## src/rtl/spi_frame_decoder.sv

```systemverilog
// spi_frame_decoder: turns the SPI slave's byte stream into committed RGBW
// lamp settings. A frame is SYNC, six payload bytes, TRAILER. Payload is held
// in shadow registers and copied to the PWM-facing outputs only when the
// trailer matches, so the lamp never sees a half-updated colour.
module spi_frame_decoder #(
  parameter logic [7:0] SYNC_BYTE      = 8'h55,
  parameter logic [7:0] TRAILER_BYTE   = 8'hA4,
  parameter int         TIMEOUT_CYCLES = 4096,
  parameter int         TIMEOUT_W      = 12
) (
  input  logic       clk12,
  input  logic       reset,
  input  logic       rx_rdy,
  input  logic [7:0] rx_data,
  output logic [7:0] lum,
  output logic [7:0] mode,
  output logic [7:0] red,
  output logic [7:0] green,
  output logic [7:0] blue,
  output logic [7:0] white,
  output logic       frame_valid,
  output logic       frame_err,
  output logic       busy,
  output logic [7:0] frame_cnt
);

  typedef enum logic [1:0] {
    HUNT  = 2'd0,
    RECV  = 2'd1,
    TRAIL = 2'd2
  } state_t;

  localparam logic [TIMEOUT_W-1:0] TIMEOUT_LAST = TIMEOUT_W'(TIMEOUT_CYCLES - 1);

  state_t                 state;
  state_t                 state_nxt;
  logic [2:0]             idx;
  logic [7:0]             shadow [1:6];
  logic [TIMEOUT_W-1:0]   tmo_cnt;
  logic                   timed_out;
  logic                   do_start;
  logic                   do_store;
  logic                   do_commit;
  logic                   do_err;

  // A pending byte always beats an expiring timer, so expiry requires no strobe.
  assign timed_out = (state != HUNT) && !rx_rdy && (tmo_cnt == TIMEOUT_LAST);

  assign busy = (state != HUNT);

  // Next-state decode plus the one-cycle actions taken on each edge.
  always_comb begin
    state_nxt = state;
    do_start  = 1'b0;
    do_store  = 1'b0;
    do_commit = 1'b0;
    do_err    = 1'b0;
    case (state)
      HUNT: begin
        if (rx_rdy && (rx_data == SYNC_BYTE)) begin
          do_start  = 1'b1;
          state_nxt = RECV;
        end
      end
      RECV: begin
        if (rx_rdy) begin
          do_store = 1'b1;
          if (idx == 3'd6) begin
            state_nxt = TRAIL;
          end
        end else if (timed_out) begin
          do_err    = 1'b1;
          state_nxt = HUNT;
        end
      end
      TRAIL: begin
        if (rx_rdy) begin
          if (rx_data == TRAILER_BYTE) begin
            do_commit = 1'b1;
          end else begin
            do_err = 1'b1;
          end
          state_nxt = HUNT;
        end else if (timed_out) begin
          do_err    = 1'b1;
          state_nxt = HUNT;
        end
      end
      default: begin
        state_nxt = HUNT;
      end
    endcase
  end

  // State register.
  always_ff @(posedge clk12 or negedge reset) begin
    if (!reset) begin
      state <= HUNT;
    end else begin
      state <= state_nxt;
    end
  end

  // Payload index and shadow capture while a frame is being received.
  always_ff @(posedge clk12 or negedge reset) begin
    if (!reset) begin
      idx <= 3'd0;
      for (int i = 1; i <= 6; i++) begin
        shadow[i] <= 8'h00;
      end
    end else begin
      if (do_start) begin
        idx <= 3'd1;
      end else if (do_store) begin
        shadow[idx] <= rx_data;
        idx         <= idx + 3'd1;
      end
    end
  end

  // Inter-byte timer: idle in HUNT, restarted by every byte.
  always_ff @(posedge clk12 or negedge reset) begin
    if (!reset) begin
      tmo_cnt <= '0;
    end else if ((state == HUNT) || rx_rdy) begin
      tmo_cnt <= '0;
    end else begin
      tmo_cnt <= tmo_cnt + 1'b1;
    end
  end

  // Committed outputs, status pulses and the frame counter.
  always_ff @(posedge clk12 or negedge reset) begin
    if (!reset) begin
      lum         <= 8'h00;
      mode        <= 8'h00;
      red         <= 8'h00;
      green       <= 8'h00;
      blue        <= 8'h00;
      white       <= 8'h00;
      frame_valid <= 1'b0;
      frame_err   <= 1'b0;
      frame_cnt   <= 8'h00;
    end else begin
      frame_valid <= do_commit;
      frame_err   <= do_err;
      if (do_commit) begin
        lum       <= shadow[1];
        mode      <= shadow[2];
        red       <= shadow[3];
        green     <= shadow[4];
        blue      <= shadow[5];
        white     <= shadow[6];
        frame_cnt <= frame_cnt + 8'd1;
      end
    end
  end

endmodule

```

## config.mk

```make
export PLATFORM = sky130hd
export DESIGN_NAME = spi_frame_decoder
export DESIGN_NICKNAME = d
export VERILOG_FILES = /design/src/rtl/spi_frame_decoder.sv
export SDC_FILE = /design/constraint.sdc
export NUM_CORES = 1
export LEC_CHECK = 0
export CAP_MARGIN = 20
export CORE_ASPECT_RATIO = 1.1
export CORE_MARGIN = 4
export CORE_UTILIZATION = 50
export DETAILED_ROUTE_END_ITERATION = 16
export PLACE_DENSITY = 0.76
export REMOVE_ABC_BUFFERS = 1
export SLEW_MARGIN = 15
export SYNTH_ARGS = -nofsm -noshare
export SYNTH_HDL_FRONTEND = slang
export SYNTH_SLANG_ARGS = --single-unit
```

## constraint.sdc

```tcl
create_clock -name clk12 -period 4.2 [get_ports clk12]
set_clock_uncertainty 0.2 [all_clocks]
set_input_delay 0.42 -clock clk12 [delete_from_list [all_inputs] [get_ports clk12]]
set_output_delay 0.42 -clock clk12 [all_outputs]
set_load 0.01 [all_outputs]
```

==> impl_summary.log <==
INFO  metric cts_post_setup_buffers_inserted = 0
INFO  metric port-buffer-count = 69
INFO  metric timing.critical_path.required = 3580 ps
INFO  metric placement.cell_area = 0.00587 mm2
INFO  metric timing.max_slew.rel_slack = 0.497
INFO  metric synth.avg_cell_area = 11.0 um2
INFO  metric ys_seq_area_frac = 0.605
INFO  metric final_antenna_net_count = 0
INFO  metric hold_end = green[3]
INFO  metric first_global_vias = 3787
INFO  metric drt_drc_violations_left = 0
INFO  metric floorplan.io_pins = 70
INFO  metric routed-via-count = 3610
INFO  metric final.min_clock_period = 2660 ps
INFO  metric syn_area = 0.00509 mm2
INFO  metric drive_above_1_share = 0.166
INFO  metric fmaxAchievable = 376 MHz
INFO  metric cp-end-kind = primary output
INFO  metric globalRoute.totalOverflow = 0
INFO  metric antenna_found_initial = 0
INFO  metric timing.final.crit_share = 0.633
INFO  metric reported_max_cap_violation_count = 0
INFO  metric cts_sinks = 123
INFO  metric setup_repair_after_global_routing_missed_its_margin = false
INFO  metric vias_per_cell = 5.40
INFO  metric clock_path_buffers = 2
INFO  metric cts.htree.levels = 4
INFO  metric clk_latency = 520 ps
INFO  metric outcome = finished, final reports clean
INFO  metric final.hold.worst_slack = 263 ps
INFO  metric design.die.area = 0.0119 mm2
INFO  metric path_class = flop to primary output
INFO  metric finalSetupTns = 0 ps
INFO  metric worst_setup_path_start_kind = flop
INFO  metric gp_congestion = 0.891
INFO  metric detail_route.wl_per_cell = 16.3 um
INFO  metric cts-root-buf = sky130_fd_sc_hd__clkbuf_8
INFO  metric hold_path_depth = 2
INFO  metric cellLeakagePower = 0.00320 uW
INFO  metric first_pass_grt_wire_length = 18400 um
INFO  metric cell_count_after_synthesis = 461
INFO  metric most-common-layout-cells = 155 x sky130_fd_sc_hd__nand2_1, 123 x sky130_fd_sc_hd__dfrtp_1, 68 x sky130_fd_sc_hd__clkdlybuf4s50_1
INFO  metric maximum_number_of_pins_on_one_net_before_global_route_repair = 59
INFO  metric drt_wl_total = 10900 um
INFO  metric ys_types = 37
INFO  metric vdd_drop_max = 324 uV
INFO  metric drtIter0Drc = 197
INFO  metric finalSetupViolCount = 0
INFO  metric groute.usage.overall = 0.196
INFO  metric first_pass_iters = 4
INFO  metric yosys_register_bits = 123
INFO  metric clk_pin_slew = 60 ps
INFO  metric crit-reg2reg-launch = state[0]
INFO  metric worst_pin_slew = 754 ps
INFO  metric core = 0.00989 mm2
INFO  metric tritoncts = yes
INFO  metric layout_commonest_cell = sky130_fd_sc_hd__nand2_1
INFO  metric area_delta_synth_final = 27.5%
INFO  metric finalInstanceArea = 0.00649 mm2
INFO  metric arrival = 2040 ps
INFO  metric ys_warn_count = 0
INFO  metric starting_density_of_the_core = 0.515
INFO  metric nets = 554
INFO  metric antenna-diode-count = 0
INFO  metric die-width = 104 um
INFO  metric min_from = green[3]
INFO  metric worst-r2r-setup-slack = 1810 ps
INFO  metric place.detailed.hpwl = 7190 um
INFO  metric num_cts_buffers = 17
INFO  metric worstReg2RegEnd = white[1]
INFO  metric vertical_extent_of_the_die = 114 um
INFO  metric rows = 38
INFO  metric min-delay-path-class = flop to flop
INFO  metric finalMaxSlewViolations = 0
INFO  metric final_hold_viol_count = 0
INFO  metric pwr_per_cell_area = 548 mW/mm2
INFO  metric worst-path-max-fanout = 8
INFO  metric reg2regPathDepth = 6
metrics by stage:
stage               power, uW  utilization  instances  worst slack (ps)
floorplan                1930            -        441              1570
global placement         2060        0.594        635              1240
detailed placement       2100        0.594        635              1120
finish                   3560        0.656        668              1540
global route             3710        0.656        668              1430
CTS                      3570        0.656        668              1530
synthesized netlist by cell type:
master                      number  area share
sky130_fd_sc_hd__xnor2_1        12       0.021
sky130_fd_sc_hd__a21o_1          1      0.0015
sky130_fd_sc_hd__o21ai_0         1     0.00098
sky130_fd_sc_hd__nand2_1       155        0.11
sky130_fd_sc_hd__nand2b_1        1      0.0012
sky130_fd_sc_hd__a2111oi_0       1      0.0017
sky130_fd_sc_hd__buf_6           2      0.0044
sky130_fd_sc_hd__nor3_1          6      0.0059
sky130_fd_sc_hd__buf_2           3      0.0029
sky130_fd_sc_hd__and3_1          2      0.0025
sky130_fd_sc_hd__or3_1           2      0.0025
sky130_fd_sc_hd__or3b_2          1      0.0017
sky130_fd_sc_hd__nand3b_1        1      0.0015
sky130_fd_sc_hd__a21oi_1         4      0.0039
sky130_fd_sc_hd__nand4b_1        2      0.0034
sky130_fd_sc_hd__and4_4          1      0.0022
sky130_fd_sc_hd__nor2_1         17       0.013
sky130_fd_sc_hd__nor2b_1         1      0.0012
sky130_fd_sc_hd__inv_1           9      0.0066
sky130_fd_sc_hd__nor4_1          4      0.0049
sky130_fd_sc_hd__ha_1            8       0.020
sky130_fd_sc_hd__and4bb_1        1      0.0025
sky130_fd_sc_hd__nor3b_1         2      0.0029
sky130_fd_sc_hd__nand4_1         6      0.0074
sky130_fd_sc_hd__o2111ai_1       1      0.0017
sky130_fd_sc_hd__or4_1           2      0.0029
sky130_fd_sc_hd__and4_1          2      0.0034
sky130_fd_sc_hd__dfrtp_1       123        0.60
sky130_fd_sc_hd__nand3_1        17       0.017
sky130_fd_sc_hd__and4bb_2        1      0.0025
sky130_fd_sc_hd__a211o_1         1      0.0017
sky130_fd_sc_hd__mux2_2         40       0.088
sky130_fd_sc_hd__mux2_4          8       0.024
sky130_fd_sc_hd__xor2_1          6       0.010
sky130_fd_sc_hd__or4_4           1      0.0022
sky130_fd_sc_hd__clkbuf_1       15       0.011
sky130_fd_sc_hd__a2bb2oi_1       1      0.0017
logic make-up after synthesis:
| family | after synthesis | share of synthesized area |
|---|---|---|
| XOR/XNOR | 18 | 0.0310 |
| adder cells (fa/ha/maj) | 8 | 0.0197 |
| multiplexers | 48 | 0.112 |
| buffers and inverters | 29 | 0.0251 |
| flip-flops | 123 | 0.605 |
| AND/OR/NAND/NOR | 225 | 0.194 |
| AO/OA/AOI/OAI | 10 | 0.0133 |
how the worst max path moves through the flow:
stage	startpoint	end	slack, ps	depth (start not counted)
after floorplan	rx_data[3]	frame_cnt[0]	1570	3
after global placement	rx_data[5]	lum[7]	1240	6
after detailed placement	rx_data[5]	lum[4]	1120	6
after CTS	state[0]	busy	1530	4
after global routing	rx_data[5]	green[4]	1430	6
final	state[0]	busy	1540	4
timing repair:
action,4_1_cts,5_1_grt
hold endpoints to repair,56,0
hold buffers,1,0
resized for setup,0,0
worst max-delay path, cell delays in order (launching register included):
cell and delay, ps:
sky130_fd_sc_hd__dfrtp_1 420, sky130_fd_sc_hd__inv_1 110, sky130_fd_sc_hd__ha_1 300, sky130_fd_sc_hd__inv_1 140, sky130_fd_sc_hd__clkdlybuf4s50_1 550
layer usage:
metal,up-vias,GRT usage,share of wire
li1,1688,-,-
met1,1802,0.243,0.42
met2,101,0.331,0.51
met3,19,0.0600,0.052
met4,0,0.0638,0.016
met5,-,0,0
flip-flops by register name, summed over array words and instances, names as in the netlist, 3 cells and up:
name	count
green	8
idx	3
tmo_cnt	12
blue	8
lum	8
mode	8
frame_cnt	8
white	8
shadow	48
red	8
where the power goes:
| part | internal (uW) | switching (uW) | total (uW) |
|---|---|---|---|
| combinational | 282 | 215 | 497 |
| sequential | 1430 | 160 | 1590 |
| clock | 913 | 554 | 1470 |
area by class of cell:
cell class                      count  area, um2
Sequential cell                   123       3080
Fill cell                         725       3400
Clock inverter                     15        190
Clock buffer                       17        414
Tap cell                          120        150
Inverter                            9       33.8
Timing Repair Buffer               75        736
Multi-Input combinational cell    309       1890
Note: power is estimated with default switching activity, not from simulation.
